$ cat src/rtl/keypad_pkg.sv
// rtl/keypad_pkg.sv - shared types, sizes and one-hot helpers for keypad_digit_capture
package keypad_pkg;

  localparam int NUM_KEYS = 10;
  localparam int CODE_W   = 4;

  typedef enum logic [1:0] {
    IDLE,
    DEBOUNCE,
    HELD,
    RELEASE
  } key_state_e;

  function automatic logic is_onehot(input logic [NUM_KEYS-1:0] v);
    return (v != '0) && ((v & (v - NUM_KEYS'(1))) == '0);
  endfunction

  // Highest set bit wins; callers only pass one-hot vectors.
  function automatic logic [CODE_W-1:0] onehot10_to_bcd(input logic [NUM_KEYS-1:0] v);
    logic [CODE_W-1:0] code;
    code = '0;
    for (int i = 0; i < NUM_KEYS; i++) begin
      if (v[i]) code = CODE_W'(i);
    end
    return code;
  endfunction

endpackage

$ cat src/rtl/key_sync.sv
// rtl/key_sync.sv - parameterised-width 2-flop synchroniser, async active-low reset
module key_sync #(
  parameter int WIDTH = 1
) (
  input  logic             clk,
  input  logic             rst_n,
  input  logic [WIDTH-1:0] d,
  output logic [WIDTH-1:0] q
);

  logic [WIDTH-1:0] meta;

  always_ff @(posedge clk or negedge rst_n) begin
    if (!rst_n) begin
      meta <= '0;
      q    <= '0;
    end else begin
      meta <= d;
      q    <= meta;
    end
  end

endmodule

$ cat src/rtl/keypad_digit_capture.sv
// rtl/keypad_digit_capture.sv - debounced single-key capture to BCD strobe
// Optional auto-repeat while a digit is held: define KEY_REPEAT_EN.
module keypad_digit_capture
  import keypad_pkg::*;
#(
  parameter int DEBOUNCE_CYCLES = 16,
  parameter int REPEAT_DELAY    = 256,
  parameter int REPEAT_PERIOD   = 64
) (
  input  logic                CLK,
  input  logic                RST,
  input  logic [NUM_KEYS-1:0] key_in,
  output logic                digit_valid,
  output logic [CODE_W-1:0]   digit_code,
  output logic                multi_key,
  output logic                busy
);

  localparam int CW = $clog2(DEBOUNCE_CYCLES + 1);
  localparam logic [CW-1:0] CNT_LAST = CW'(DEBOUNCE_CYCLES - 1);
  localparam logic [CW-1:0] CNT_MAX  = CW'(DEBOUNCE_CYCLES);

  logic [NUM_KEYS-1:0] ks;
  logic [NUM_KEYS-1:0] cand;
  logic [CW-1:0]       cnt;
  key_state_e          state;

  key_sync #(.WIDTH(NUM_KEYS)) u_key_sync (
    .clk   (CLK),
    .rst_n (RST),
    .d     (key_in),
    .q     (ks)
  );

  function automatic logic [CW-1:0] cnt_inc(input logic [CW-1:0] c);
    return (c == CNT_MAX) ? c : c + CW'(1);
  endfunction

`ifdef KEY_REPEAT_EN
  localparam int RC_MAX = (REPEAT_DELAY > REPEAT_PERIOD) ? REPEAT_DELAY : REPEAT_PERIOD;
  localparam int RC_W   = $clog2(RC_MAX + 1);
  localparam logic [RC_W-1:0] RC_FIRST = RC_W'(REPEAT_DELAY - 1);
  localparam logic [RC_W-1:0] RC_NEXT  = RC_W'(REPEAT_PERIOD - 1);

  logic [RC_W-1:0] rc;
  logic            rep_on;
  logic            rep_first;
  logic [RC_W-1:0] rc_limit;

  assign rc_limit = rep_first ? RC_FIRST : RC_NEXT;
`else
  logic unused_repeat_cfg;
  assign unused_repeat_cfg = (REPEAT_DELAY != 0) ^ (REPEAT_PERIOD != 0);
`endif

  always_ff @(posedge CLK or negedge RST) begin
    if (!RST) begin
      state       <= IDLE;
      cand        <= '0;
      cnt         <= '0;
      digit_valid <= 1'b0;
      multi_key   <= 1'b0;
      digit_code  <= '0;
      busy        <= 1'b0;
`ifdef KEY_REPEAT_EN
      rc          <= '0;
      rep_on      <= 1'b0;
      rep_first   <= 1'b0;
`endif
    end else begin
      digit_valid <= 1'b0;
      multi_key   <= 1'b0;
      case (state)
        IDLE: begin
          if (ks != '0) begin
            cand  <= ks;
            cnt   <= '0;
            state <= DEBOUNCE;
            busy  <= 1'b1;
          end
        end

        DEBOUNCE: begin
          if (ks != cand) begin
            state <= IDLE;
            busy  <= 1'b0;
          end else if (cnt == CNT_LAST) begin
            if (is_onehot(cand)) begin
              digit_valid <= 1'b1;
              digit_code  <= onehot10_to_bcd(cand);
            end else begin
              multi_key <= 1'b1;
            end
            state <= HELD;
`ifdef KEY_REPEAT_EN
            rc        <= '0;
            rep_on    <= is_onehot(cand);
            rep_first <= 1'b1;
`endif
          end else begin
            cnt <= cnt_inc(cnt);
          end
        end

        // Extra keys during a hold never produce a new code.
        HELD: begin
          if (ks == '0) begin
            cnt   <= '0;
            state <= RELEASE;
`ifdef KEY_REPEAT_EN
            rc    <= '0;
`endif
          end
`ifdef KEY_REPEAT_EN
          else if (rep_on) begin
            if (ks != cand) begin
              rep_on <= 1'b0;
            end else if (rc == rc_limit) begin
              digit_valid <= 1'b1;
              rc          <= '0;
              rep_first   <= 1'b0;
            end else begin
              rc <= rc + RC_W'(1);
            end
          end
`endif
        end

        RELEASE: begin
          if (ks != '0) begin
            state <= HELD;
          end else if (cnt == CNT_LAST) begin
            state <= IDLE;
            busy  <= 1'b0;
          end else begin
            cnt <= cnt_inc(cnt);
          end
        end

        default: begin
          state <= IDLE;
          busy  <= 1'b0;
        end
      endcase
    end
  end

endmodule

$ cat config.mk
export PLATFORM = sky130hd
export DESIGN_NAME = keypad_digit_capture
export DESIGN_NICKNAME = d
export VERILOG_FILES = /design/src/rtl/keypad_pkg.sv /design/src/rtl/key_sync.sv /design/src/rtl/keypad_digit_capture.sv
export SDC_FILE = /design/constraint.sdc
export NUM_CORES = 1
export LEC_CHECK = 0
export CORE_MARGIN = 1
export CORE_UTILIZATION = 47
export DETAILED_ROUTE_END_ITERATION = 8
export GPL_TIMING_DRIVEN = 1
export PLACE_DENSITY = 0.68
export SYNTH_ARGS = -nofsm -noshare
export SYNTH_HDL_FRONTEND = slang
export SYNTH_SLANG_ARGS = --single-unit
export TNS_END_PERCENT = 5
$ cat constraint.sdc
create_clock -name CLK -period 2.46 [get_ports CLK]
set_clock_uncertainty 0.1 [all_clocks]
set_input_delay 0.492 -clock CLK [delete_from_list [all_inputs] [get_ports CLK]]
set_output_delay 0.492 -clock CLK [all_outputs]
set_load 0.05 [all_outputs]
==> impl_metrics.json <==
{
  "tightest_slew_ns": 0.783,
  "synthArstFlopShare": 1.00,
  "die-area_mm2": 0.00440,
  "critPathArrivalTime_ns": 2.41,
  "drive_gt1_frac": 0.0980,
  "fin_nets": 219,
  "die_y_um": 66.3,
  "area_delta_synth_final_pct": 19.6,
  "ys_warn_count": 0,
  "rr_startpoint": "cand[0]",
  "synth_top_family_by_area": "simple AND/OR/NAND/NOR gates",
  "die_width_um": 66.3,
  "synth_nets": 194,
  "grt_max_degree": 25,
  "initial_core_util": 0.486,
  "via_per_inst": 5.55,
  "crit_path_start": "cand[0]",
  "cts.sinks": 44,
  "seq_power_share": 0.507,
  "hold_class": "primary input to asynchronous set/reset pin",
  "place_ws_ns": 0.170,
  "synth_xor_area_frac": 0.0495,
  "syn_area_mm2": 0.00194,
  "yosys.area_share.simple": 0.185,
  "cp_slowest_stage_delay_ns": 0.58,
  "io_pins": 19,
  "synth_mux_area_frac": 0.0245,
  "fill_cells": 329,
  "power.density_mw_per_mm2": 699,
  "max_freq_ghz": 0.428,
  "cp-start-kind": "flip-flop",
  "synthAdderAreaFrac": 0.0245,
  "status": "finished, final reports clean",
  "io_buffer_count": 18,
  "wl_per_cell_um": 13.8,
  "yosysUniqueCellTypes": 46,
  "crit_chain": "or4_4 > a2111oi_0 > a21o_1 > and3_4 > mux2_4",
  "finalSetupViolations": 0,
  "synth_top_area_frac": 0.566,
  "p_int_w": 0.00125,
  "crit_slowest_cell": "or4_4",
  "ctsResizeCount": 0,
  "whs_ns": 0.0299,
  "synth_cells": 179,
  "report.final.slew_viol_count": 0,
  "cts_buffer_depth": 2,
  "tns_ns": 0,
  "p_comb_frac": 0.111,
  "clock_power_share": 0.383,
  "antenna_found_initial": 0,
  "period_minus_slack_ns": 2.33,
  "switchingPower_w": 0.000375,
  "htree_levels": 2,
  "critPathMaxFanout": 5,
  "synth_ff_type": "dfrtp_1",
  "drc": 0,
  "antennaDiodeCount": 0,
  "period_share": 0.949,
  "synth_edf_count": 0,
  "slew_headroom": 0.475,
  "drt-total-wl_mm": 3.51,
  "dp.final_hpwl_mm": 2.54,
  "p_leak_nw": 1.05,
  "yosys.area.top_type": "dfrtp_1",
  "rsz0062_at_grt": "false",
  "postCtsSetupBuffers": 0,
  "cap_violations": 0,
  "gp_congestion": 0.919,
  "netSwitchingFraction": 0.230,
  "detail-route-antenna-nets": 0,
  "synth_compound_area_frac": 0.120,
  "cts_buffers": 5,
  "synth_seq_cells": 44,
  "grt_pass1_vias": 1365,
  "synth_most_common_cell": "dfrtp_1",
  "syn_area_per_cell_um2": 10.9,
  "r2r_slack_ns": 0.13,
  "path_clk_slew_ns": 0.08,
  "num_vias": 1410,
  "core_mm2": 0.00400,
  "fin_util": 0.581,
  "netlist_top_cells_area": "dfrtp_1, xor2_1, nand2_1, nand3_1, ha_1",
  "rows": 23,
  "regArea_mm2": 0.00110,
  "ir_drop_mv": 0.398,
  "dr.pass1.iters": 4,
  "critPathCaptureType": "flip-flop",
  "finalHoldViolCount": 0,
  "drt_iter0_markers": 60,
  "grt_pass1_wl_mm": 6.11,
  "cp.required_ns": 2.54,
  "gr-total-overflow": 0,
  "grtUsageTotal": 0.188,
  "ys_top_cells_by_count": "dfrtp_1, nand2_1, xor2_1, nand3_1, nor2_1",
  "clock_latency_ns": 0.29,
  "totalPowerFinal_w": 0.00163,
  "critical_path_class": "flip-flop to flip-flop",
  "seq_area_frac_synth": 0.566,
  "cts_tree": "built",
  "multi_input_area_um2": 783,
  "worst_slack_ns": 0.126,
  "root_buffer": "clkbuf_8",
  "cts_hold_buf": 0
}
[final timing paths]
| check | endpoint | cells after the start |
|---|---|---|
| max | digit_code[1] | 5 |
| min | u_key_sync.meta[4] | 1 |
| max reg2reg | digit_code[1] | 5 |
| min reg2reg | u_key_sync.q[7] | 0 |
| max in group asynchronous | cand[5] | 2 |
| min in group CLK | u_key_sync.q[7] | 0 |
[stage by stage]
stage	area, µm²	std cells
3_3_place_gp	2200	247
3_5_place_dp	2200	247
6_report	2330	254
2_1_floorplan	1940	179
5_1_grt	2330	254
4_1_cts	2330	254
[flip-flops by register name, summed over array words and instances, names as in the netlist]
| name | flops |
|---|---|
| busy | 1 |
| cand | 10 |
| cnt | 5 |
| digit_code | 4 |
| digit_valid | 1 |
| multi_key | 1 |
| state | 2 |
| u_key_sync.meta | 10 |
| u_key_sync.q | 10 |
[routing by layer]
layer,vias to the layer above,part of all wire,track usage
li1,675,-,-
met1,694,0.44,0.233
met2,34,0.50,0.306
met3,7,0.041,0.0517
met4,0,0.023,0.0771
met5,-,0,0
[power by group through the flow]
stage / Sequential, W / Combinational, W / Clock [W]
2_1_floorplan: 0.000824 / 0.000116 / 0
5_1_grt: 0.000832 / 0.000199 / 0.000671
6_report: 0.000824 / 0.000180 / 0.000622
3_3_place_gp: 0.000833 / 0.000176 / 0
3_5_place_dp: 0.000837 / 0.000178 / 0
4_1_cts: 0.000823 / 0.000181 / 0.000639
[cell families (layout without fill, tap and decap cells)]
logic type                 Yosys count  after routing
buffers and inverters               14             39
muxes                                4              4
xor gates and xnor gates            11             11
DFF                                 44             44
AOI/OAI and AO/OA                   33             33
and+or+nand+nor                     69             69
adders and majority gates            4              4
[final cells by class]
| cell class | count | share of cell area |
|---|---|---|
| inverter | 8 | 0.0129 |
| multi-input combinational | 121 | 0.337 |
| tap | 50 | 0.0269 |
| timing repair buffer | 24 | 0.0947 |
| clock buffer | 5 | 0.0296 |
| clock inverter | 2 | 0.0258 |
| sequential | 44 | 0.473 |
[worst max-delay path, delay by kind of cell (launching register included)]
family | cells | cell delay (ns)
AOI/OAI and AO/OA | 2 | 0.59
DFF | 1 | 0.43
and+or+nand+nor | 2 | 0.81
muxes | 1 | 0.30
[placed cells by master (no fill, tap or decap), types with 2 or more instances in the layout]
cell type         n
or3_1             2
mux2_2            2
o21ai_0           4
xor2_1           11
a31oi_1           4
o22ai_1           2
nand2_1          25
buf_4             6
o31a_1            2
nand3_1          10
o21bai_1          2
a211oi_1          2
dfrtp_1          44
inv_1             8
and3_1            2
clkbuf_8          5
bufinv_16         2
a22o_1            2
a21boi_0          2
clkdlybuf4s50_1  17
nand2b_1          5
nor4_1            4
a21o_1            2
nor2_1            9
ha_1              3
a21oi_1           4
No activity file was read; power rests on OpenSTA's default activity.
